### src/rtl/maze_pkg.sv
// Shared maze geometry, start table and game state encoding for the player
// motion block and the pixel colouring controller.
package maze_pkg;

    typedef enum logic [2:0] {
        IDLE      = 3'd0,
        GAME_INIT = 3'd1,
        MOVE      = 3'd2,
        STILL     = 3'd3,
        CHECK     = 3'd4,
        FINISH    = 3'd5
    } game_state_t;

    localparam int SCREEN_W            = 640;
    localparam int SCREEN_H            = 480;
    localparam int DEFAULT_PLAYER_SIZE = 25;

    typedef struct packed {
        logic [9:0] x;
        logic [9:0] y;
    } point_t;

    typedef struct packed {
        logic [9:0] x;
        logic [9:0] y;
        logic [9:0] w;
        logic [9:0] h;
    } rect_t;

    localparam point_t L1_START = '{x: 10'd113, y: 10'd443};
    localparam point_t L2_START = '{x: 10'd33,  y: 10'd443};
    localparam point_t L3_START = '{x: 10'd13,  y: 10'd230};

    // Each level is a pair of corridors; the finish box sits inside one of them.
    localparam rect_t L1_WALK0  = '{x: 10'd100, y: 10'd0,   w: 10'd50,  h: 10'd480};
    localparam rect_t L1_WALK1  = '{x: 10'd100, y: 10'd0,   w: 10'd540, h: 10'd50};
    localparam rect_t L1_FINISH = '{x: 10'd500, y: 10'd0,   w: 10'd140, h: 10'd50};
    localparam rect_t L2_WALK0  = '{x: 10'd20,  y: 10'd420, w: 10'd620, h: 10'd60};
    localparam rect_t L2_WALK1  = '{x: 10'd20,  y: 10'd200, w: 10'd50,  h: 10'd280};
    localparam rect_t L2_FINISH = '{x: 10'd590, y: 10'd430, w: 10'd50,  h: 10'd50};
    localparam rect_t L3_WALK0  = '{x: 10'd0,   y: 10'd220, w: 10'd620, h: 10'd35};
    localparam rect_t L3_WALK1  = '{x: 10'd0,   y: 10'd100, w: 10'd40,  h: 10'd155};
    localparam rect_t L3_FINISH = '{x: 10'd570, y: 10'd220, w: 10'd50,  h: 10'd35};

    function automatic point_t start_pos(input logic [1:0] level);
        point_t p;
        case (level)
            2'd1:    p = L1_START;
            2'd2:    p = L2_START;
            2'd3:    p = L3_START;
            default: p = '0;
        endcase
        return p;
    endfunction

    function automatic logic in_rect(input logic [9:0] col, input logic [9:0] row, input rect_t r);
        return (col >= r.x) && ({1'b0, col} < ({1'b0, r.x} + {1'b0, r.w})) &&
               (row >= r.y) && ({1'b0, row} < ({1'b0, r.y} + {1'b0, r.h}));
    endfunction

endpackage

### src/rtl/maze_hit.sv
// Combinational point classifier: is (col,row) inside the level's walkable
// corridors, and is it inside the level's finish box.
module maze_hit
    import maze_pkg::*;
(
    input  logic [9:0] col,
    input  logic [9:0] row,
    input  logic [1:0] level,
    output logic       walkable,
    output logic       in_finish
);

    always_comb begin
        walkable  = 1'b0;
        in_finish = 1'b0;
        case (level)
            2'd1: begin
                walkable  = in_rect(col, row, L1_WALK0) | in_rect(col, row, L1_WALK1);
                in_finish = in_rect(col, row, L1_FINISH);
            end
            2'd2: begin
                walkable  = in_rect(col, row, L2_WALK0) | in_rect(col, row, L2_WALK1);
                in_finish = in_rect(col, row, L2_FINISH);
            end
            2'd3: begin
                walkable  = in_rect(col, row, L3_WALK0) | in_rect(col, row, L3_WALK1);
                in_finish = in_rect(col, row, L3_FINISH);
            end
            default: begin
                walkable  = 1'b0;
                in_finish = 1'b0;
            end
        endcase
    end

endmodule

### src/rtl/player_motion.sv
// Per-frame player position update from tilt, with a four-cycle corner
// check against the level maze, wall-hit restart and finish detection.
module player_motion
    import maze_pkg::*;
#(
    parameter int TILT_SHIFT  = 4,
    parameter int DEADZONE    = 16,
    parameter int MAX_STEP    = 8,
    parameter int PLAYER_SIZE = DEFAULT_PLAYER_SIZE
) (
    input  logic             clk,
    input  logic             rst_n,
    // frame_tick: single-cycle pulse; taken only in GAME_INIT/MOVE/STILL, dropped otherwise.
    input  logic             frame_tick,
    input  logic [1:0]       level_select,
    input  logic             level_lock,
    input  logic             KEY0,
    input  logic signed [8:0] tilt_x,
    input  logic signed [8:0] tilt_y,
    output logic [9:0]       player_x,
    output logic [9:0]       player_y,
    output logic [2:0]       game_state,
    output logic             collided,
    output logic             finished
);

    localparam logic signed [10:0] DZ    = 11'(DEADZONE);
    localparam logic signed [10:0] MAX_S = 11'(MAX_STEP);
    localparam logic [9:0]         X_MAX = 10'(SCREEN_W - PLAYER_SIZE);
    localparam logic [9:0]         Y_MAX = 10'(SCREEN_H - PLAYER_SIZE);
    localparam logic [9:0]         EDGE  = 10'(PLAYER_SIZE - 1);

    function automatic logic signed [10:0] axis_step(input logic signed [8:0] tilt);
        logic signed [10:0] wide;
        logic signed [10:0] s;
        wide = {{2{tilt[8]}}, tilt};
        s    = wide >>> TILT_SHIFT;
        if ((wide < DZ) && (wide > -DZ)) s = '0;
        else if (s > MAX_S)              s = MAX_S;
        else if (s < -MAX_S)             s = -MAX_S;
        return s;
    endfunction

    function automatic logic [9:0] axis_clamp(input logic [9:0] pos, input logic signed [10:0] s,
                                              input logic [9:0] hi);
        logic signed [10:0] sum;
        sum = $signed({1'b0, pos}) + s;
        if (sum < 11'sd0)                  return '0;
        if (sum > $signed({1'b0, hi}))     return hi;
        return sum[9:0];
    endfunction

    game_state_t        state_q, state_d;
    logic [9:0]         px_q, px_d, py_q, py_d;
    logic [9:0]         cx_q, cx_d, cy_q, cy_d;
    logic [1:0]         cnt_q, cnt_d;
    logic               bad_q, bad_d, fin_q, fin_d;
    logic [1:0]         level_q, level_d;
    logic               collided_q, collided_d, finished_q, finished_d;

    logic signed [10:0] step_x, step_y;
    logic               step_nz;
    logic [9:0]         hit_col, hit_row;
    logic               walkable, in_finish;
    logic               hit_bad, hit_fin;
    point_t             start_cur, start_sel;

    assign step_x  = axis_step(tilt_x);
    assign step_y  = axis_step(tilt_y);
    assign step_nz = (step_x != '0) || (step_y != '0);

    // Corner order TL, TR, BL, BR follows the check counter.
    always_comb begin
        hit_col = cnt_q[0] ? cx_q + EDGE : cx_q;
        hit_row = cnt_q[1] ? cy_q + EDGE : cy_q;
    end

    maze_hit u_maze_hit (
        .col       (hit_col),
        .row       (hit_row),
        .level     (level_q),
        .walkable  (walkable),
        .in_finish (in_finish)
    );

    always_comb begin
        state_d    = state_q;
        px_d       = px_q;
        py_d       = py_q;
        cx_d       = cx_q;
        cy_d       = cy_q;
        cnt_d      = cnt_q;
        bad_d      = bad_q;
        fin_d      = fin_q;
        level_d    = level_q;
        collided_d = 1'b0;
        hit_bad    = bad_q | ~walkable;
        hit_fin    = fin_q | in_finish;
        start_cur  = start_pos(level_q);
        start_sel  = start_pos(level_select);

        if (!level_lock) begin
            state_d = IDLE;
            level_d = level_select;
            px_d    = start_sel.x;
            py_d    = start_sel.y;
        end else begin
            unique case (state_q)
                IDLE: begin
                    level_d = level_select;
                    px_d    = start_sel.x;
                    py_d    = start_sel.y;
                    state_d = GAME_INIT;
                end
                GAME_INIT, MOVE, STILL: begin
                    if (frame_tick) begin
                        if (step_nz) begin
                            cx_d    = axis_clamp(px_q, step_x, X_MAX);
                            cy_d    = axis_clamp(py_q, step_y, Y_MAX);
                            cnt_d   = 2'd0;
                            bad_d   = 1'b0;
                            fin_d   = 1'b0;
                            state_d = CHECK;
                        end else if (state_q != GAME_INIT) begin
                            state_d = STILL;
                        end
                    end
                end
                CHECK: begin
                    cnt_d = cnt_q + 2'd1;
                    bad_d = hit_bad;
                    fin_d = hit_fin;
                    if (cnt_q == 2'd3) begin
                        if (hit_bad) begin
                            px_d       = start_cur.x;
                            py_d       = start_cur.y;
                            collided_d = 1'b1;
                            state_d    = GAME_INIT;
                        end else begin
                            px_d    = cx_q;
                            py_d    = cy_q;
                            state_d = hit_fin ? FINISH : MOVE;
                        end
                    end
                end
                FINISH: begin
                    if (!KEY0) begin
                        px_d    = start_cur.x;
                        py_d    = start_cur.y;
                        state_d = GAME_INIT;
                    end
                end
                default: state_d = IDLE;
            endcase
        end
        finished_d = (state_d == FINISH);
    end

    always_ff @(posedge clk or negedge rst_n) begin
        if (!rst_n) begin
            state_q    <= IDLE;
            px_q       <= L1_START.x;
            py_q       <= L1_START.y;
            cx_q       <= '0;
            cy_q       <= '0;
            cnt_q      <= '0;
            bad_q      <= 1'b0;
            fin_q      <= 1'b0;
            level_q    <= 2'd1;
            collided_q <= 1'b0;
            finished_q <= 1'b0;
        end else begin
            state_q    <= state_d;
            px_q       <= px_d;
            py_q       <= py_d;
            cx_q       <= cx_d;
            cy_q       <= cy_d;
            cnt_q      <= cnt_d;
            bad_q      <= bad_d;
            fin_q      <= fin_d;
            level_q    <= level_d;
            collided_q <= collided_d;
            finished_q <= finished_d;
        end
    end

    assign player_x   = px_q;
    assign player_y   = py_q;
    assign game_state = state_q;
    assign collided   = collided_q;
    assign finished   = finished_q;

endmodule

### config.mk
export PLATFORM = sky130hd
export DESIGN_NAME = player_motion
export DESIGN_NICKNAME = d
export VERILOG_FILES = /design/src/rtl/maze_pkg.sv /design/src/rtl/maze_hit.sv /design/src/rtl/player_motion.sv
export SDC_FILE = /design/constraint.sdc
export NUM_CORES = 1
export LEC_CHECK = 0
export CAP_MARGIN = 10
export CORE_UTILIZATION = 25
export DETAILED_ROUTE_END_ITERATION = 6
export PLACE_DENSITY = 0.39
export SLEW_MARGIN = 10
export SYNTH_ARGS = -nofsm -noshare
export SYNTH_HDL_FRONTEND = slang
export SYNTH_SLANG_ARGS = --single-unit
export TNS_END_PERCENT = 1
### constraint.sdc
create_clock -name clk -period 3.4 [get_ports clk]
set_input_delay 0.68 -clock clk [delete_from_list [all_inputs] [get_ports clk]]
set_output_delay 0.68 -clock clk [all_outputs]
set_load 0.05 [all_outputs]
==> reports/summary.txt <==
CP delay by family, top -> compound AO/OA/AOI/OAI gates
synth unique cells -> 80
DR vias -> 4,944
Final period util -> 108%
final setup vio count -> 17
final net count -> 758
htree depth -> 2
CTS tree -> done
placed cell area -> 6300 um^2
CP Data Arrival Time -> 3.86 ns
Routed WL per cell -> 17.3 um
achievable clock frequency -> 273 MHz
gr busiest metal -> met2
Final Total Pwr -> 4.73 mW
Mapped Nets -> 635
CP most frequent cell -> a2111o_1
HP Class -> in2async
Die Span X -> 141 um
synthesized instance count -> 577
Post-synth EDFFs -> 0
critical path class -> in2reg
Seq/Total Area, Yosys -> 26.7%
DP HPWL -> 13.0 mm
Detailed Route Iter0 Violations -> 244
largest net degree at the start of global routing -> 25
crit-path max FO -> 6
failing checks -> setup timing
# rows -> 50
Peak supply drop -> 0.243 mV
routed wire length -> 16.6 mm
Overflow after GRT -> 0
initial core utilization -> 25.7%
clk_lat worst skew -> 0.30 ns
leakage -> 2.85 nW
share of layout cells above drive strength 1 -> 27.4%
max incr delay on CP -> 0.56 ns
R2R cell count -> 11
Post-Synthesis Cell Area -> 4830 um^2
num ports -> 50
Core Region -> 18,800 um^2
Slew headroom -> 52.5%
via count of the first global-routing pass -> 4,723
post-route non-filler standard cell count -> 961
initial antenna violation count -> 0
Buf/Inv on CP -> 2
fin worst setup slack -> -0.265 ns
number of warnings issued by yosys -> 0
total track usage -> 16.8%
DRC -> 0
Post-CTS Hold Fix Bufs -> 0
met1 Use GR -> 23.8%
CTS max path bufs -> 2
DR pass1 iterations -> 4
antenna viol nets, final -> 0
TNS Setup -> -2.03 ns
first-pass GRT wire length -> 26.0 mm
CP cell instances -> buf_6 > or4_4 > a31oi_4 > o21a_1 > ha_1 > a21o_1 > a21oi_2 > o21bai_1 > a2111o_1 > a2111o_1 > o311ai_4 > a311oi_2 > buf_4 > a32o_1
clock skew -> 0.00819 ns
#FFs+latches synth -> 51
RSZ-0062 raised after global routing -> yes
FFs w/ async S/R, synth -> 100%
Worst Path Required -> 3.59 ns
startpoint types -> primary input
Setup WS pre-CTS -> -0.925 ns
clk root buf -> clkbuf_16
syn_area_per_cell -> 8.38 um^2
Area growth, synth to finish -> 38.7%
CTS clk-pin slew, worst paths -> 0.07 ns
Stages on worst setup path -> 14
Ant. Diodes -> 0
Worst Setup End Kind -> flop
mean number of vias per cell -> 5.14
CP max-delay cell -> or4_4
Num CTS Buffers -> 5
die area -> 19,900 um^2
actual slew at the worst max-slew pin -> 0.712 ns
IO buf count -> 49
Final Max Slew Viols -> 0
post-route cell area -> 6710 um^2
Final Hold Viols -> 0
GR Util met3 -> 1.83%
outcome -> complete, but fails checks
Final GP Congestion -> 0.807
CTS Sinks -> 51
min Tclk post-route -> 3.67 ns
max cap viols -> 0
dpl cells -> 947
Pwr per Cell Area -> 706 nW/um^2
die height -> 141 um
Global Route met2 Usage -> 26.8%
Most used DFF post-synth -> dfrtp_1
==> kinds of logic (layout without fill, tap and decap cells) <==
family / after synthesis / count (layout) / synth area share, %
flops: 51 / 51 / 26.7
xor+xnor: 30 / 30 / 5.44
fa+ha+maj: 33 / 33 / 8.85
buf+inv: 68 / 192 / 6.26
simple gates: 182 / 182 / 20.2
compound gates: 211 / 211 / 32.1
mux: 2 / 2 / 0.466
==> timing repair <==
action                                 4_1_cts  5_1_grt
gates resized for setup                     19       55
pin swaps                                    8       41
setup buffers                                3        3
endpoints found under the hold margin        0        0
setup endpoints to repair                   19       19
==> power breakdown <==
part	internal (mW)	total, mW	switching, mW
Sequential	0.818	1.15	0.328
Combinational	1.38	3.08	1.71
Clock	0.273	0.508	0.235
==> registers in the layout, indices dropped and copies added (netlist names) <==
signal      cells
bad_q           1
cnt_q           2
collided        1
cx_q           10
cy_q           10
fin_q           1
finished        1
game_state      3
level_q         2
player_x       10
player_y       10
==> placed cells by master, fill, tap and decap left out, types with 5 or more instances in the layout <==
cell,count
a211oi_2,5
a21o_1,5
a21oi_1,22
a21oi_2,5
a22o_1,8
a311oi_2,5
a32o_1,7
and2_1,9
and3_1,5
buf_4,104
clkbuf_16,5
clkbuf_2,5
clkdlybuf4s50_1,30
dfrtp_1,39
dfstp_2,12
dlymetal6s2s_1,11
ha_1,28
inv_1,27
nand2_1,33
nand2b_1,7
nand3_1,13
nand4_1,8
nor2_1,39
nor2b_1,8
nor3_1,12
nor3b_1,5
nor4_1,8
o2111ai_1,13
o211ai_1,26
o21a_1,11
o21ai_0,32
o21ai_1,6
o31a_1,6
o31ai_1,6
xnor2_1,17
xor2_1,10
==> layer usage <==
metal | wire length (um) | share of wire (%)
met1 | 8300 | 50
met2 | 7620 | 46
met3 | 344 | 2.1
met4 | 335 | 2.0
met5 | 0 | 0
==> path summary, 6_finish.rpt <==
path,start,end,slack [ns]
hold / removal,rst_n,cx_q[8]$_DFFE_PN0P_,0.41
min in group clk,fin_q$_DFFE_PN0P_,fin_q$_DFFE_PN0P_,0.53
max in group asynchronous,rst_n,player_x[0]$_DFFE_PN1P_,2.24
setup reg to reg,cx_q[3]$_DFFE_PN0P_,player_x[1]$_DFFE_PN0P_,0.27
setup / recovery,tilt_y[3],cy_q[4]$_DFFE_PN0P_,-0.27
hold reg to reg,fin_q$_DFFE_PN0P_,fin_q$_DFFE_PN0P_,0.53
==> per-stage QoR <==
stage | hold WS (ns) | util, %
5_1_grt | 0.452 | 35.6
3_5_place_dp | 0.525 | 33.4
3_3_place_gp | 0.518 | 33.4
4_1_cts | 0.429 | 34.8
6_report | 0.408 | 35.6
2_1_floorplan | 0.384 | -
==> synthesized netlist by cell type (all sizes together) (11+ instances only) <==
library cell | number | area share, %
clkbuf | 18 | 1.4
inv | 28 | 2.2
and2 | 11 | 1.4
nand3 | 13 | 1.3
o2111ai | 13 | 2.4
dfstp | 12 | 6.5
a21oi | 27 | 2.9
xnor2 | 20 | 3.6
nor2 | 41 | 3.2
ha | 31 | 8.0
nand2 | 33 | 2.6
o21ai | 38 | 3.9
buf | 22 | 2.7
o21a | 11 | 1.7
dfrtp | 39 | 20
nor3 | 14 | 1.4
o211ai | 26 | 4.0
==> final cells by class <==
type | count | area, um^2
Clock buffer | 5 | 125
Clock inverter | 3 | 18.8
Fill cell | 1943 | 12100
Inverter | 28 | 105
Multi-Input combinational cell | 458 | 3530
Sequential cell | 51 | 1290
Tap cell | 260 | 325
Timing Repair Buffer | 156 | 1310
No activity file was read; power rests on OpenSTA's default activity.
==> RTL change: new RTL, same settings <==
Register the output `player_y` once more; this adds one clock of latency there. The other outputs are not delayed to match.
--- a/src/rtl/player_motion.sv
+++ b/src/rtl/player_motion.sv
@@ -185,7 +185,9 @@
     end
 
     assign player_x   = px_q;
-    assign player_y   = py_q;
+    always_ff @(posedge clk) begin
+        player_y <= py_q;
+    end
     assign game_state = state_q;
     assign collided   = collided_q;
     assign finished   = finished_q;
Check against the original RTL: not equivalent (a bounded check fails within 4 cycles, from zero or initial values and one cycle with rst_n low).
==> RTL change against the original RTL <==
- design area rose by 8.4%
- combinational power down 25%
- sequential cell count rose by 10
- maximum frequency rose by 9.2%
- sequential share of layout area increased by 1.3 points
- total power shrank 3.5%
- largest power group unchanged
- wire length grew 3.1%
- worst setup slack improved by 310 ps
- clock skew about the same
- area after synthesis increased by 2.1%
==> RTL change: results (changes against the original RTL) <==
<table>
<tr><th>Metric</th><th>Value</th></tr>
<tr><th colspan="2">Finish</th></tr>
<tr><td>Final net count</td><td>781 (+3.0%)</td></tr>
<tr><td>Count of filler cells inserted in the layout</td><td>2008 (+3.3%)</td></tr>
<tr><td>Share of post-route cells with drive strength above 1</td><td>0.321 (+0.0475)</td></tr>
<tr><td>Area occupied by registers</td><td>1490 µm² (+16%)</td></tr>
<tr><th colspan="2">Critical path</th></tr>
<tr><td>Register-to-Register Setup Slack</td><td>220 ps (-50 ps)</td></tr>
<tr><td>Count of cells along the worst register-to-register path</td><td>10 (-1)</td></tr>
<tr><th colspan="2">Yosys</th></tr>
<tr><td>Mux cell area share after synthesis</td><td>0.00634 (+0.00168)</td></tr>
<tr><td>Syn nets</td><td>632 (-0.47%)</td></tr>
<tr><td>Async set-reset flop share out of synthesis</td><td>0.836 (-0.164)</td></tr>
<tr><td>Post-Synth Adder-Cell Area</td><td>0.0867 (-0.00186)</td></tr>
<tr><td>Top cell types by occurrence after synthesis</td><td>47 x o21ai_0, 43 x nand2_1, 39 x dfrtp_1</td></tr>
<tr><td>Post-synthesis xor/xnor area fraction</td><td>0.0373 (-0.0171)</td></tr>
<tr><th colspan="2">Clock tree</th></tr>
<tr><td>Sink Count</td><td>61 (+20%)</td></tr>
<tr><td>TritonCTS buffer count</td><td>9 (+4)</td></tr>
<tr><td>Clk_lat worst skew</td><td>340 ps (+40 ps)</td></tr>
<tr><th colspan="2">Timing</th></tr>
<tr><td>Relative slew slack</td><td>0.313 (-0.212)</td></tr>
<tr><td>Clock Skew</td><td>8.36 ps (+0.173 ps)</td></tr>
<tr><th colspan="2">Global route</th></tr>
<tr><td>Combined global-route utilization of all metal layers</td><td>0.176 (+0.00787)</td></tr>
<tr><td>First-pass GRT wire length</td><td>27300 µm (+5.1%)</td></tr>
<tr><td>Maximum number of pins on one net before global-route repair</td><td>44 (+76%)</td></tr>
<tr><th colspan="2">Routing</th></tr>
<tr><td>Count of TritonRoute iterations in the first routing pass</td><td>6 (+2)</td></tr>
<tr><td>Post-detailed-route wirelength per cell</td><td>17.2 µm (-0.21%)</td></tr>
<tr><th colspan="2">Power and ir drop</th></tr>
<tr><td>Static leakage</td><td>0.00301 µW (+5.5%)</td></tr>
<tr><td>Highest ir drop seen on vdd</td><td>264 µV (+8.6%)</td></tr>
<tr><td>Cell Int Power</td><td>2700 µW (+9.4%)</td></tr>
<tr><th colspan="2">Status</th></tr>
<tr><td>Status</td><td>complete, no violations</td></tr>
<tr><th colspan="2">Placed design</th></tr>
<tr><td>Final weighted congestion of routability-driven global placement</td><td>0.827 (+2.5%)</td></tr>
<tr><td>Detailed-placement wirelength estimate</td><td>12800 µm (-2.0%)</td></tr>
</table>
-- RTL change: cells by family (layout without fill, tap and decap cells) --
family	Yosys count	after routing
flops	61	61
fa+ha+maj	33	33
compound gates	226	226
simple gates	170	170
xor+xnor	21	21
buf+inv	60	214
mux	3	3
-- RTL change: what timing repair did --
action,4_1_cts,5_1_grt
gates resized for setup,85,36
pin swaps,41,37
buffers inserted,16,7
endpoints found under the setup margin,24,44
endpoints found under the hold margin,0,0
gates cloned,0,0
-- RTL change: through the flow --
step / instance area, µm² / power, µW / utilization / TNS [ps] / hold slack [ps]
finish: 7270 / 4570 / 0.375 / 0 / 444
global route: 7270 / 4870 / 0.375 / -972 / 452
CTS: 7070 / 4450 / 0.364 / 0 / 445
detailed placement: 6460 / 3220 / 0.333 / -13380 / 430
global placement: 6460 / 3200 / 0.333 / -12890 / 437
floorplan: 5040 / 2410 / - / -8.89 / 374
-- RTL change: worst max path at each step --
stage | from | to | slack [ps] | depth (start not counted)
2_1_floorplan | tilt_y[0] | cy_q[3] | -8 | 13
3_3_place_gp | tilt_x[5] | cx_q[6] | -720 | 15
3_5_place_dp | tilt_x[5] | cx_q[1] | -810 | 15
4_1_cts | tilt_y[6] | cy_q[5] | 7 | 15
5_1_grt | tilt_y[0] | cy_q[3] | -130 | 15
6_report | tilt_y[0] | cy_q[3] | 40 | 15
-- RTL change: layout make-up --
class                   count  area share
inverters                  28      0.0145
clock inverters             3      0.0124
multi-input cells         453       0.499
clock buffers              13      0.0372
flip-flops and latches     61       0.205
repair buffers            170       0.187
well taps                 265      0.0456
-- RTL change: power groups by stage --
stage / Sequential (µW) / Clock, µW / Combinational [µW]
after detailed placement: 1150 / 0 / 2060
after global routing: 1170 / 1180 / 2520
after global placement: 1150 / 0 / 2050
after floorplan: 1150 / 0 / 1260
after CTS: 1140 / 1150 / 2160
final: 1140 / 1120 / 2300
-- RTL change: per-layer routing --
layer,global-route usage,share of wire,vias to the layer above
li1,-,-,2524
met5,0,0,-
met2,0.258,0.44,91
met3,0.0195,0.029,21
met4,0.0617,0.019,0
met1,0.263,0.52,2485
-- RTL change: worst max-delay path: stages --
cell,delay [ps]
clkbuf_2,100
o41ai_4,390
o21ai_2,100
a22oi_2,190
and2_4,190
ha_4,190
a21o_1,150
a21o_1,190
a211o_1,300
a211oi_2,300
or4_1,150
o211ai_1,90
a41o_1,270
buf_6,130
o32ai_2,180
